`config.mk`:
```
export PLATFORM = sky130hd
export DESIGN_NAME = handshake_fifo
export DESIGN_NICKNAME = d
export VERILOG_FILES = /design/src/rtl/handshake_pkg.sv /design/src/rtl/handshake_fifo_mem.sv /design/src/rtl/handshake_fifo.sv
export SDC_FILE = /design/constraint.sdc
export NUM_CORES = 1
export LEC_CHECK = 0
export BUFFER_PORTS_ARGS = -buffer_cell sky130_fd_sc_hd__buf_2
export CAP_MARGIN = 0
export CORE_MARGIN = 2
export CORE_UTILIZATION = 54
export CTS_BUF_LIST = sky130_fd_sc_hd__clkbuf_2
export DETAILED_ROUTE_END_ITERATION = 8
export PLACE_DENSITY = 0.89
export SLEW_MARGIN = 20
export SYNTH_ARGS = -nofsm -noshare
export SYNTH_HDL_FRONTEND = slang
export SYNTH_SLANG_ARGS = --single-unit
```
`constraint.sdc`:
```
create_clock -name clk -period 1.74 [get_ports clk]
set_input_delay 0.087 -clock clk [delete_from_list [all_inputs] [get_ports clk]]
set_output_delay 0.087 -clock clk [all_outputs]
set_load 0.005 [all_outputs]
```
`src/rtl/handshake_pkg.sv`:
```
// Shared constants and helpers for the handshake buffer family.
package handshake_pkg;

    localparam int unsigned DATA_W_DEFAULT = 8;

    // Modulo-depth pointer increment, wrapping at depth-1.
    function automatic logic [31:0] ptr_inc(input logic [31:0] ptr, input int unsigned depth);
        return (ptr == depth - 1) ? 32'd0 : ptr + 32'd1;
    endfunction

endpackage

```
`src/rtl/handshake_fifo_mem.sv`:
```
// DEPTH x DATA_W register array: synchronous write, asynchronous read, async clear.
module handshake_fifo_mem
    import handshake_pkg::*;
#(
    parameter int unsigned DATA_W = DATA_W_DEFAULT,
    parameter int unsigned DEPTH  = 2,
    localparam int unsigned AW    = $clog2(DEPTH)
) (
    input  logic              clk,
    input  logic              rst,
    input  logic              we,
    input  logic [AW-1:0]     waddr,
    input  logic [DATA_W-1:0] wdata,
    input  logic [AW-1:0]     raddr,
    output logic [DATA_W-1:0] rdata
);

    logic [DATA_W-1:0] mem [DEPTH];

    always_ff @(posedge clk or posedge rst) begin
        if (rst) begin
            for (int i = 0; i < int'(DEPTH); i++) begin
                mem[i] <= '0;
            end
        end else if (we) begin
            mem[waddr] <= wdata;
        end
    end

    assign rdata = mem[raddr];

endmodule

```
`src/rtl/handshake_fifo.sv`:
```
// Elastic valid/ready buffer; ready_s, valid_d and data_d are driven from registers only.
module handshake_fifo
    import handshake_pkg::*;
#(
    parameter int unsigned DATA_W = DATA_W_DEFAULT,
    parameter int unsigned DEPTH  = 2,
    localparam int unsigned AW    = $clog2(DEPTH),
    localparam int unsigned CW    = AW + 1
) (
    input  logic              clk,
    input  logic              rst,
    input  logic              flush,
    input  logic              valid_s,
    input  logic [DATA_W-1:0] data_s,
    output logic              ready_s,
    output logic              valid_d,
    output logic [DATA_W-1:0] data_d,
    input  logic              ready_d,
    output logic [CW-1:0]     count
);

    logic [AW-1:0] wr_ptr;
    logic [AW-1:0] rd_ptr;
    logic [CW-1:0] count_nxt;
    logic          push;
    logic          pop;

    assign push = valid_s && ready_s;
    assign pop  = valid_d && ready_d;

    // Occupancy update; simultaneous push and pop cancel out.
    always_comb begin
        count_nxt = count;
        if (push && !pop) begin
            count_nxt = count + CW'(1);
        end else if (pop && !push) begin
            count_nxt = count - CW'(1);
        end
    end

    // Flags are registered from the next occupancy so they never see ready_d/valid_s combinationally.
    always_ff @(posedge clk or posedge rst) begin
        if (rst) begin
            count   <= '0;
            wr_ptr  <= '0;
            rd_ptr  <= '0;
            ready_s <= 1'b1;
            valid_d <= 1'b0;
        end else if (flush) begin
            count   <= '0;
            wr_ptr  <= '0;
            rd_ptr  <= '0;
            ready_s <= 1'b1;
            valid_d <= 1'b0;
        end else begin
            count   <= count_nxt;
            ready_s <= (count_nxt != CW'(DEPTH));
            valid_d <= (count_nxt != CW'(0));
            if (push) begin
                wr_ptr <= AW'(ptr_inc(32'(wr_ptr), DEPTH));
            end
            if (pop) begin
                rd_ptr <= AW'(ptr_inc(32'(rd_ptr), DEPTH));
            end
        end
    end

    handshake_fifo_mem #(
        .DATA_W (DATA_W),
        .DEPTH  (DEPTH)
    ) u_mem (
        .clk   (clk),
        .rst   (rst),
        .we    (push && !flush),
        .waddr (wr_ptr),
        .wdata (data_s),
        .raddr (rd_ptr),
        .rdata (data_d)
    );

endmodule

```
==> results.py, run 1 <==
metrics = {
    "yosys": {
        "ys_warn_count": 0,
        "ys_ff_latch": 22,
        "yosysTopAreaCell": "dfrtp_1",
        "yosys.area.top_type_share": 0.513,
        "netlist_area_mm2": 0.00102,
        "synth_area_leaders": "dfrtp_1 51%, mux2_2 28%, mux2i_1 2.9%",
        "syn-num-nets": 87,
        "syn_inst": 74,
        "ys_seq_area_frac": 0.539,
        "postSynthAreaPerCell_um2": 13.8,
        "synth_cell_types": 21,
    },
    "floorplan": {
        "initial_core_util": 0.586,
        "row_count": 15,
        "dieArea_mm2": 0.00226,
        "io_pins": 25,
        "coreArea_mm2": 0.00175,
        "die_width_um": 47.5,
        "fp.dieH_um": 47.5,
    },
    "setup_path": {
        "path_cells": "mux2_2 > buf_2",
        "critPathTopFamily": "flip-flops",
        "endpoint_kind": "output port",
        "cp.arrival_ns": 1.49,
        "max_stage_delay_ns": 0.65,
        "worst-setup-path-type": "reg2out",
        "start_kind": "flop",
        "worstPathRequired_ns": 1.65,
        "cp_max_fo": 9,
        "regToRegSetupSlack_ns": 0.22,
        "worst-path-buf-inv": 1,
        "worst_path_max_delay_cell": "dfrtp_1",
    },
    "timing": {
        "period_needed_ns": 1.58,
        "rsz0062_at_grt": "false",
        "finalHoldViolCount": 0,
        "clock_skew_ns": 0.0127,
        "maxSlewHeadroom": 0.721,
        "setup_viol": 0,
        "post-route-period-util": 0.908,
        "fin_tns_setup_ns": 0,
        "worst_pin_slew_ns": 0.419,
        "max_freq_mhz": 633,
        "final_max_slew_viol_count": 0,
        "hold_slack_ns": 0.0209,
    },
    "global_routing": {
        "grtUsageTotal": 0.203,
        "use_met2": 0.357,
        "grt_pass1_wl_um": 3140,
        "grt-busiest-layer": "met2",
        "antenna_found_initial": 0,
        "grt_pass1_vias": 743,
        "grt_max_degree": 23,
        "use_met3": 0.0377,
        "grt.met1_usage": 0.245,
        "grt_overflow_total": 0,
    },
    "min_path": {
        "min_path_type": "in2reg",
    },
    "layout": {
        "fillers": 112,
        "multi_input_area_um2": 444,
        "area_delta_synth_final_pct": 26.8,
        "diodes": 0,
        "final_cells": 134,
        "drive_gt1_frac": 0.532,
        "nets": 123,
        "mostFrequentLayoutCells": "25 x mux2_2, 24 x buf_2, 21 x dfrtp_1",
        "seqCellArea_um2": 552,
        "utilization": 0.743,
        "final_common_cell": "mux2_2",
    },
    "clock_network": {
        "cts_tree": "done",
        "cts_buffers": 3,
        "clock_latency_ns": 0.35,
        "clock-root-buffer": "clkbuf_2",
        "h-tree-depth": 1,
        "ctsResizeCount": 0,
        "clockBufferDepth": 2,
        "cts_sinks": 22,
        "clkSlewWorstSetupHoldPaths_ns": 0.22,
    },
    "pwr": {
        "p_sw_mw": 0.488,
        "swShare": 0.285,
        "p_int_mw": 1.23,
        "p_leak_nw": 0.597,
        "seqPwrFrac": 0.484,
        "p_comb_frac": 0.304,
        "vdd_drop_max_mv": 0.859,
        "clkPwrFrac": 0.212,
        "p_per_area_mw_per_mm2": 1320,
        "finalPower_mw": 1.71,
    },
    "route": {
        "post-route-drc-count": 0,
        "first_pass_iters": 4,
        "drt_iter0_markers": 6,
        "drt-total-wl_um": 1980,
        "vias_per_cell": 5.23,
        "ant_nets": 0,
        "vias": 701,
        "wl_per_cell_um": 14.8,
    },
    "placed_design": {
        "gp_congestion": 0.735,
        "dp.cells": 121,
        "hpwl_um": 1380,
        "port_buffers": 24,
    },
    "status": {
        "outcome": "finished clean",
    },
    "job": {
        "max_cap_violations": 0,
    },
}
## through the flow
| step | setup slack (ns) | area [um2] |
|---|---|---|
| after detailed placement | 0.222 | 1160 |
| after floorplan | 0.335 | 1020 |
| after global routing | 0.122 | 1300 |
| final | 0.160 | 1300 |
| after CTS | 0.169 | 1300 |
| after global placement | 0.269 | 1160 |
## worst reg2reg max path, delay by kind of cell (launching register included)
kind,cells,cell delay (ns)
flip-flops,1,0.62
multiplexers,1,0.39
AND/OR/NAND/NOR,2,0.44
## power by group through the flow
stage | registers, mW | clock network (mW) | logic [mW]
after global routing | 0.855 | 0.373 | 0.571
final | 0.830 | 0.363 | 0.520
after global placement | 0.823 | 0 | 0.483
after CTS | 0.830 | 0.364 | 0.527
after detailed placement | 0.843 | 0 | 0.507
after floorplan | 0.784 | 0 | 0.382
## cells by family (layout without fill, tap and decap cells)
kind of cell / Yosys count / after routing / share of synthesized area
mux: 28 / 28 / 0.304
buf+inv: 5 / 40 / 0.0269
simple gates: 13 / 13 / 0.0819
xor+xnor: 4 / 4 / 0.0342
compound gates: 2 / 2 / 0.0135
flops: 22 / 22 / 0.539
## cells in the mapped netlist
| master | count |
|---|---|
| xnor2_1 | 1 |
| xor2_1 | 3 |
| nor3_1 | 1 |
| dfrtp_1 | 21 |
| nor2b_1 | 1 |
| a211oi_1 | 1 |
| buf_2 | 1 |
| nor4b_1 | 1 |
| clkbuf_1 | 1 |
| nor3_4 | 1 |
| nand3_1 | 2 |
| mux2_2 | 25 |
| a31oi_1 | 1 |
| buf_6 | 1 |
| mux2i_1 | 3 |
| dfstp_2 | 1 |
| nor2_1 | 4 |
| nand2_2 | 1 |
| nand4_2 | 1 |
| inv_1 | 2 |
| nand2_1 | 1 |
## layer usage
| metal | wire, um | share of wire |
|---|---|---|
| met1 | 835 | 0.42 |
| met4 | 30 | 0.015 |
| met3 | 65 | 0.033 |
| met5 | 0 | 0 |
| met2 | 1050 | 0.53 |
## cell type report
type | instances | share of cell area
sequential | 22 | 0.425
multi-input combinational | 47 | 0.342
timing repair buffer | 34 | 0.168
tap | 25 | 0.0241
clock inverter | 1 | 0.0231
clock buffer | 3 | 0.0116
inverter | 2 | 0.00579
## path summary, 6_finish.rpt
kind	startpoint	end	depth (start not counted)
min in group asynchronous	rst	u_mem.mem[14]	4
setup reg to reg	ready_s	u_mem.mem[13]	3
hold reg to reg	u_mem.mem[3]	u_mem.mem[3]	1
max in group asynchronous	rst	ready_s	4
hold / removal	flush	wr_ptr	2
setup / recovery	rd_ptr	data_d[3]	2
## what timing repair did
action / 4_1_cts / 5_1_grt
buffers inserted: 0 / 0
hold buffers: 9 / 0
hold endpoints to repair: 35 / 0
## flip-flops by register name, indices dropped and copies added (netlist names)
name and flops:
count 2, u_mem.mem 16, valid_d 1, ready_s 1, rd_ptr 1, wr_ptr 1
Power figures use the tool's default switching activity.
==> run 2, diff against run 1 <==
Settings changed: CORE_MARGIN 2 to 1, CORE_UTILIZATION 54 to 51, CTS_BUF_LIST sky130_fd_sc_hd__clkbuf_2 to unset, PLACE_DENSITY 0.89 to 0.85.
==> run 2 against run 1 <==
  * Total power down 6.8%
  * Critical path depth up 1
  * Sequential power down 0.5%
  * Wire length down 16%
  * Critical endpoint is now u_mem.mem[15]
  * Count of clock-buffer cells in the layout up 1
==> results.py, run 2 (synthesis gave the netlist of run 1 again) <==
metrics = {
    "status": {
        "outcome": "finished clean",
    },
    "job": {
        "max_cap_violations": 0,
    },
    "layout": {
        "multi_input_area_um2": 444,
        "area_delta_synth_final_pct": 18.1,
        "largest_register_ffs": 16,
        "utilization": 0.671,
        "post-route-cell-area_mm2": 0.00121,
        "nets": 115,
        "seqCellArea_um2": 552,
        "drive_gt1_frac": 0.574,
        "diodes": 0,
        "reg_top3": "u_mem.mem: 16 flops, count: 2 flops",
        "regMostFlops": "u_mem.mem",
        "mostFrequentLayoutCells": "25 x mux2_2, 24 x buf_2, 21 x dfrtp_1",
        "final_common_cell": "mux2_2",
        "fillers": 138,
    },
    "clock_network": {
        "clockBufferDepth": 2,
        "cts_sinks": 22,
        "clock-root-buffer": "clkbuf_4",
        "cts_setup_buffers": 0,
        "clock_latency_ns": 0.30,
        "cts_buffers": 3,
        "cts_tree": "done",
        "clkSlewWorstSetupHoldPaths_ns": 0.12,
        "h-tree-depth": 1,
    },
    "floorplan": {
        "coreArea_mm2": 0.00180,
        "dieArea_mm2": 0.00219,
        "row_count": 15,
        "io_pins": 25,
        "die_width_um": 46.8,
        "initial_core_util": 0.568,
        "fp.dieH_um": 46.8,
    },
    "global_routing": {
        "antenna_found_initial": 0,
        "grt_pass1_wl_um": 2620,
        "grt_overflow_total": 0,
        "grt_pass1_vias": 591,
        "grt_max_degree": 23,
        "grtUsageTotal": 0.178,
    },
    "timing": {
        "final_max_slew_viol_count": 0,
        "hold_slack_ns": 0.0182,
        "period_needed_ns": 1.52,
        "finalHoldViolCount": 0,
        "max_freq_mhz": 659,
        "worst_pin_slew_ns": 0.411,
        "maxSlewHeadroom": 0.725,
        "rsz0062_at_grt": "false",
        "post-route-period-util": 0.873,
        "clock_skew_ns": 0.00479,
        "fin_tns_setup_ns": 0,
        "setup_viol": 0,
    },
    "setup_path": {
        "cp_max_fo": 8,
        "cp.arrival_ns": 1.72,
        "worst_path_max_delay_cell": "dfstp_2",
        "path_cells": "nand2_2 > nor3_4 > mux2_2",
        "worstPathRequired_ns": 1.94,
        "start_kind": "flop",
        "max_stage_delay_ns": 0.58,
        "endpoint_kind": "flop",
        "worst-setup-path-type": "reg2reg",
    },
    "placed_design": {
        "place_area_mm2": 0.00116,
        "gp_congestion": 0.724,
        "port_buffers": 24,
        "hpwl_um": 1230,
    },
    "pwr": {
        "p_comb_frac": 0.310,
        "clkPwrFrac": 0.173,
        "p_sw_mw": 0.452,
        "swShare": 0.283,
        "finalPower_mw": 1.60,
        "p_int_mw": 1.14,
        "p_per_area_mw_per_mm2": 1320,
        "seqPwrFrac": 0.517,
        "p_leak_nw": 0.558,
        "vdd_drop_max_mv": 0.709,
    },
    "route": {
        "ant_nets": 0,
        "first_pass_iters": 4,
        "vias": 653,
        "post-route-drc-count": 0,
        "wl_per_cell_um": 13.2,
        "vias_per_cell": 5.18,
        "drt_iter0_markers": 2,
        "drt-total-wl_um": 1660,
    },
    "min_path": {
        "min_path_type": "in2reg",
    },
}
-- run 2: cell count changes in the layout (fill, tap and decap cells not counted) --
cell / delta
clkbuf_2: -3
clkbuf_4: +3
dlygate4sd3_1: -8
clkbuf_8: +1
bufinv_16: -1
-- run 2: layout make-up --
type                       instances  share of cell area
clock buffer                       4              0.0300
sequential                        22               0.457
multi-input combinational         47               0.367
inverter                           2             0.00621
timing repair buffer              26               0.114
tap                               25              0.0259
-- run 2: worst paths after layout --
kind	cells past startpoint	to	slack, ns	startpoint
setup / recovery	3	u_mem.mem[15]	0.22	ready_s
hold / removal	2	u_mem.mem[3]	0.02	data_s[3]
setup reg to reg	3	u_mem.mem[15]	0.22	ready_s
hold reg to reg	1	u_mem.mem[3]	0.52	u_mem.mem[3]
max in group asynchronous	4	ready_s	1.13	rst
min in group asynchronous	4	u_mem.mem[7]	0.33	rst
-- run 2: power groups by stage --
stage               Combinational [mW]  Clock (mW)  Sequential (mW)
finish                           0.494       0.277            0.826
global route                     0.547       0.308            0.846
CTS                              0.505       0.283            0.825
detailed placement               0.502           0            0.836
global placement                 0.483           0            0.826
floorplan                        0.382           0            0.784
-- run 2: what timing repair did --
action,in CTS,in global routing
hold buffers,1,0
resized for setup,0,0
endpoints found under the hold margin,21,0
-- run 2: worst max-delay path: cells and delay by family, from the launching register on --
family	cells	cell delay, ns
DFF	1	0.58
and+or+nand+nor	2	0.44
muxes	1	0.39
-- run 2: metal layers --
metal	wire length, um	track usage
met5	0	0
met4	10	0.0686
met3	55	0.0462
met2	848	0.289
met1	746	0.231
-- run 2: metrics by stage --
stage	setup slack (ns)	instances
floorplan	0.335	74
global placement	0.269	121
detailed placement	0.218	121
CTS	0.205	126
global route	0.141	126
finish	0.222	126
==> run 3, diff against run 2 <==
Settings changed: ABC_AREA set to 1, CORE_UTILIZATION 51 to 45, PLACE_DENSITY 0.85 to 0.77.
==> run 3 against run 2 <==
  * Sequential share of layout area decreased by 1.9 points
  * Utilization decreased by 11 points
  * Largest power group unchanged
  * Flip-flop and latch count unchanged
  * Combinational power increased by 4%
  * Area after synthesis increased by 5.5%
  * Largest cell class unchanged
  * Clock skew increased by 0.0019 ns
  * Critical endpoint is now data_d[5]
  * Sequential power decreased by 4.1%
  * Hold slack improved by 0.030 ns
  * Critical path depth increased by 1
  * First-iteration DRC count increased to 13 times the previous value
==> results.py, run 3 <==
metrics = {
    "setup_path": {
        "worst-setup-path-type": "reg2out",
        "worstPathRequired_ns": 1.65,
        "path_cells": "inv_2 > nand2_1 > nand2_1 > buf_2",
        "path_common_cell": "nand2_1",
        "cp.arrival_ns": 1.31,
        "worst_path_max_delay_cell": "dfrtp_1",
        "r2r.worst_path.cells": 5,
        "cp_max_fo": 10,
        "max_stage_delay_ns": 0.57,
        "endpoint_kind": "output port",
        "start_kind": "flop",
    },
    "floorplan": {
        "dieArea_mm2": 0.00260,
        "die_width_um": 51.0,
        "fp.dieH_um": 51.0,
        "initial_core_util": 0.483,
        "io_pins": 25,
        "row_count": 17,
        "coreArea_mm2": 0.00223,
    },
    "timing": {
        "worst_pin_slew_ns": 0.393,
        "clock_skew_ns": 0.00669,
        "rsz0062_at_grt": "false",
        "post-route-period-util": 0.803,
        "setup_viol": 0,
        "hold_slack_ns": 0.0483,
        "finalHoldViolCount": 0,
        "final_max_slew_viol_count": 0,
        "period_needed_ns": 1.40,
        "max_freq_mhz": 716,
        "maxSlewHeadroom": 0.737,
        "fin_tns_setup_ns": 0,
    },
    "yosys": {
        "ys.flop_type": "dfrtp_1",
        "syn_inst": 125,
        "netlist_area_mm2": 0.00108,
        "synth_cell_types": 16,
        "postSynthAreaPerCell_um2": 8.64,
        "synth_area_leaders": "dfrtp_1 49%, nand2_1 17%, o21ai_2 13%",
        "yosysMostFrequentCell": "nand2_1",
        "yosysTopAreaCell": "dfrtp_1",
        "synthTopCellsByCount": "48 x nand2_1, 21 x dfrtp_1, 16 x o21ai_2",
        "ys_seq_area_frac": 0.511,
        "ys_async_sr_fraction": 1.00,
        "ys_ff_latch": 22,
        "synth_edf_count": 0,
        "ys_warn_count": 0,
        "syn-num-nets": 138,
        "yosys.area.top_type_share": 0.487,
    },
    "global_routing": {
        "grt_max_degree": 23,
        "grt_pass1_vias": 842,
        "antenna_found_initial": 0,
        "grt_pass1_wl_um": 3230,
        "grtUsageTotal": 0.171,
        "grt_overflow_total": 0,
    },
    "status": {
        "outcome": "finished clean",
    },
    "route": {
        "m1WireLength_um": 835,
        "vias": 866,
        "top_layer": "met4",
        "first_pass_iters": 4,
        "wl_met3_um": 70,
        "met2_length_um": 944,
        "post-route-drc-count": 0,
        "wl_per_cell_um": 10.5,
        "ant_nets": 0,
        "vias_per_cell": 4.81,
        "drt-total-wl_um": 1880,
        "drt_iter0_markers": 25,
    },
    "clock_network": {
        "clkSlewWorstSetupHoldPaths_ns": 0.12,
        "h-tree-depth": 1,
        "cts_buffers": 3,
        "cts_hold_buf": 1,
        "clock-root-buffer": "clkbuf_4",
        "cts_tree": "done",
        "clock_latency_ns": 0.31,
        "clockBufferDepth": 2,
        "cts_sinks": 22,
        "cts_setup_buffers": 0,
        "ctsResizeCount": 0,
    },
    "layout": {
        "area_delta_synth_final_pct": 16.8,
        "post-route-cell-area_mm2": 0.00126,
        "utilization": 0.565,
        "mostFrequentLayoutCells": "48 x nand2_1, 24 x buf_2, 21 x dfrtp_1",
        "largest_register_ffs": 16,
        "nets": 166,
        "regMostFlops": "u_mem.mem",
        "diodes": 0,
        "final_common_cell": "nand2_1",
        "final_cells": 180,
        "reg_top3": "u_mem.mem: 16 flops, count: 2 flops",
        "drive_gt1_frac": 0.355,
    },
    "job": {
        "max_cap_violations": 0,
    },
    "placed_design": {
        "place_area_mm2": 0.00121,
        "hpwl_um": 1360,
        "dp.cells": 175,
        "port_buffers": 24,
        "gp_congestion": 0.791,
    },
    "pwr": {
        "p_per_area_mw_per_mm2": 1260,
        "vdd_drop_max_mv": 0.663,
        "p_leak_nw": 0.712,
    },
    "min_path": {
        "min_path_type": "in2reg",
        "whs_path_depth": 3,
    },
}
## run 3: worst paths after layout
kind                                   start            end  slack [ns]
worst max-delay path                  rd_ptr      data_d[5]        0.34
worst min-delay path               data_s[4]   u_mem.mem[4]        0.05
worst max register to register       ready_s  u_mem.mem[13]        0.42
worst min register to register  u_mem.mem[2]   u_mem.mem[2]        0.50
max in group asynchronous                rst        ready_s        1.13
min in group asynchronous                rst       count[0]        0.33
## run 3: critical path: cells and delay by family, from the launching register on
| kind | cells | cell delay (ns) |
|---|---|---|
| DFF | 1 | 0.57 |
| and+or+nand+nor | 2 | 0.15 |
| buffers and inverters | 2 | 0.29 |
## run 3: cell type report
type | instances | area (um2)
timing repair buffer | 26 | 138
multi-input combinational | 83 | 434
clock buffer | 4 | 36.3
sequential | 22 | 552
tap | 28 | 35.0
inverter | 17 | 66.3
fill | 221 | 972
## run 3: through the flow
| stage | setup slack, ns | power (mW) |
|---|---|---|
| 2_1_floorplan | 0.572 | 1.16 |
| 3_3_place_gp | 0.488 | 1.29 |
| 3_5_place_dp | 0.424 | 1.32 |
| 4_1_cts | 0.313 | 1.60 |
| 5_1_grt | 0.218 | 1.71 |
| 6_report | 0.344 | 1.58 |
## run 3: power by group
group          total, mW  internal, mW  switching (mW)  leakage [nW]
Clock              0.279         0.128           0.151        0.0210
Combinational      0.512         0.234           0.278         0.416
Sequential         0.792         0.681           0.112         0.275
Total               1.58          1.04           0.541         0.712
## run 3: metal layers
layer | vias to the layer above | global-route usage
li1 | 442 | -
met5 | - | 0
met2 | 23 | 0.311
met1 | 397 | 0.188
met3 | 4 | 0.0179
met4 | 0 | 0.106
## run 3: logic make-up (layout without fill, tap and decap cells)
| group | Yosys count | in the layout | synth area share |
|---|---|---|---|
| buffers and inverters | 20 | 47 | 0.0869 |
| AOI/OAI and AO/OA | 18 | 18 | 0.139 |
| and+or+nand+nor | 65 | 65 | 0.263 |
| DFF | 22 | 22 | 0.511 |
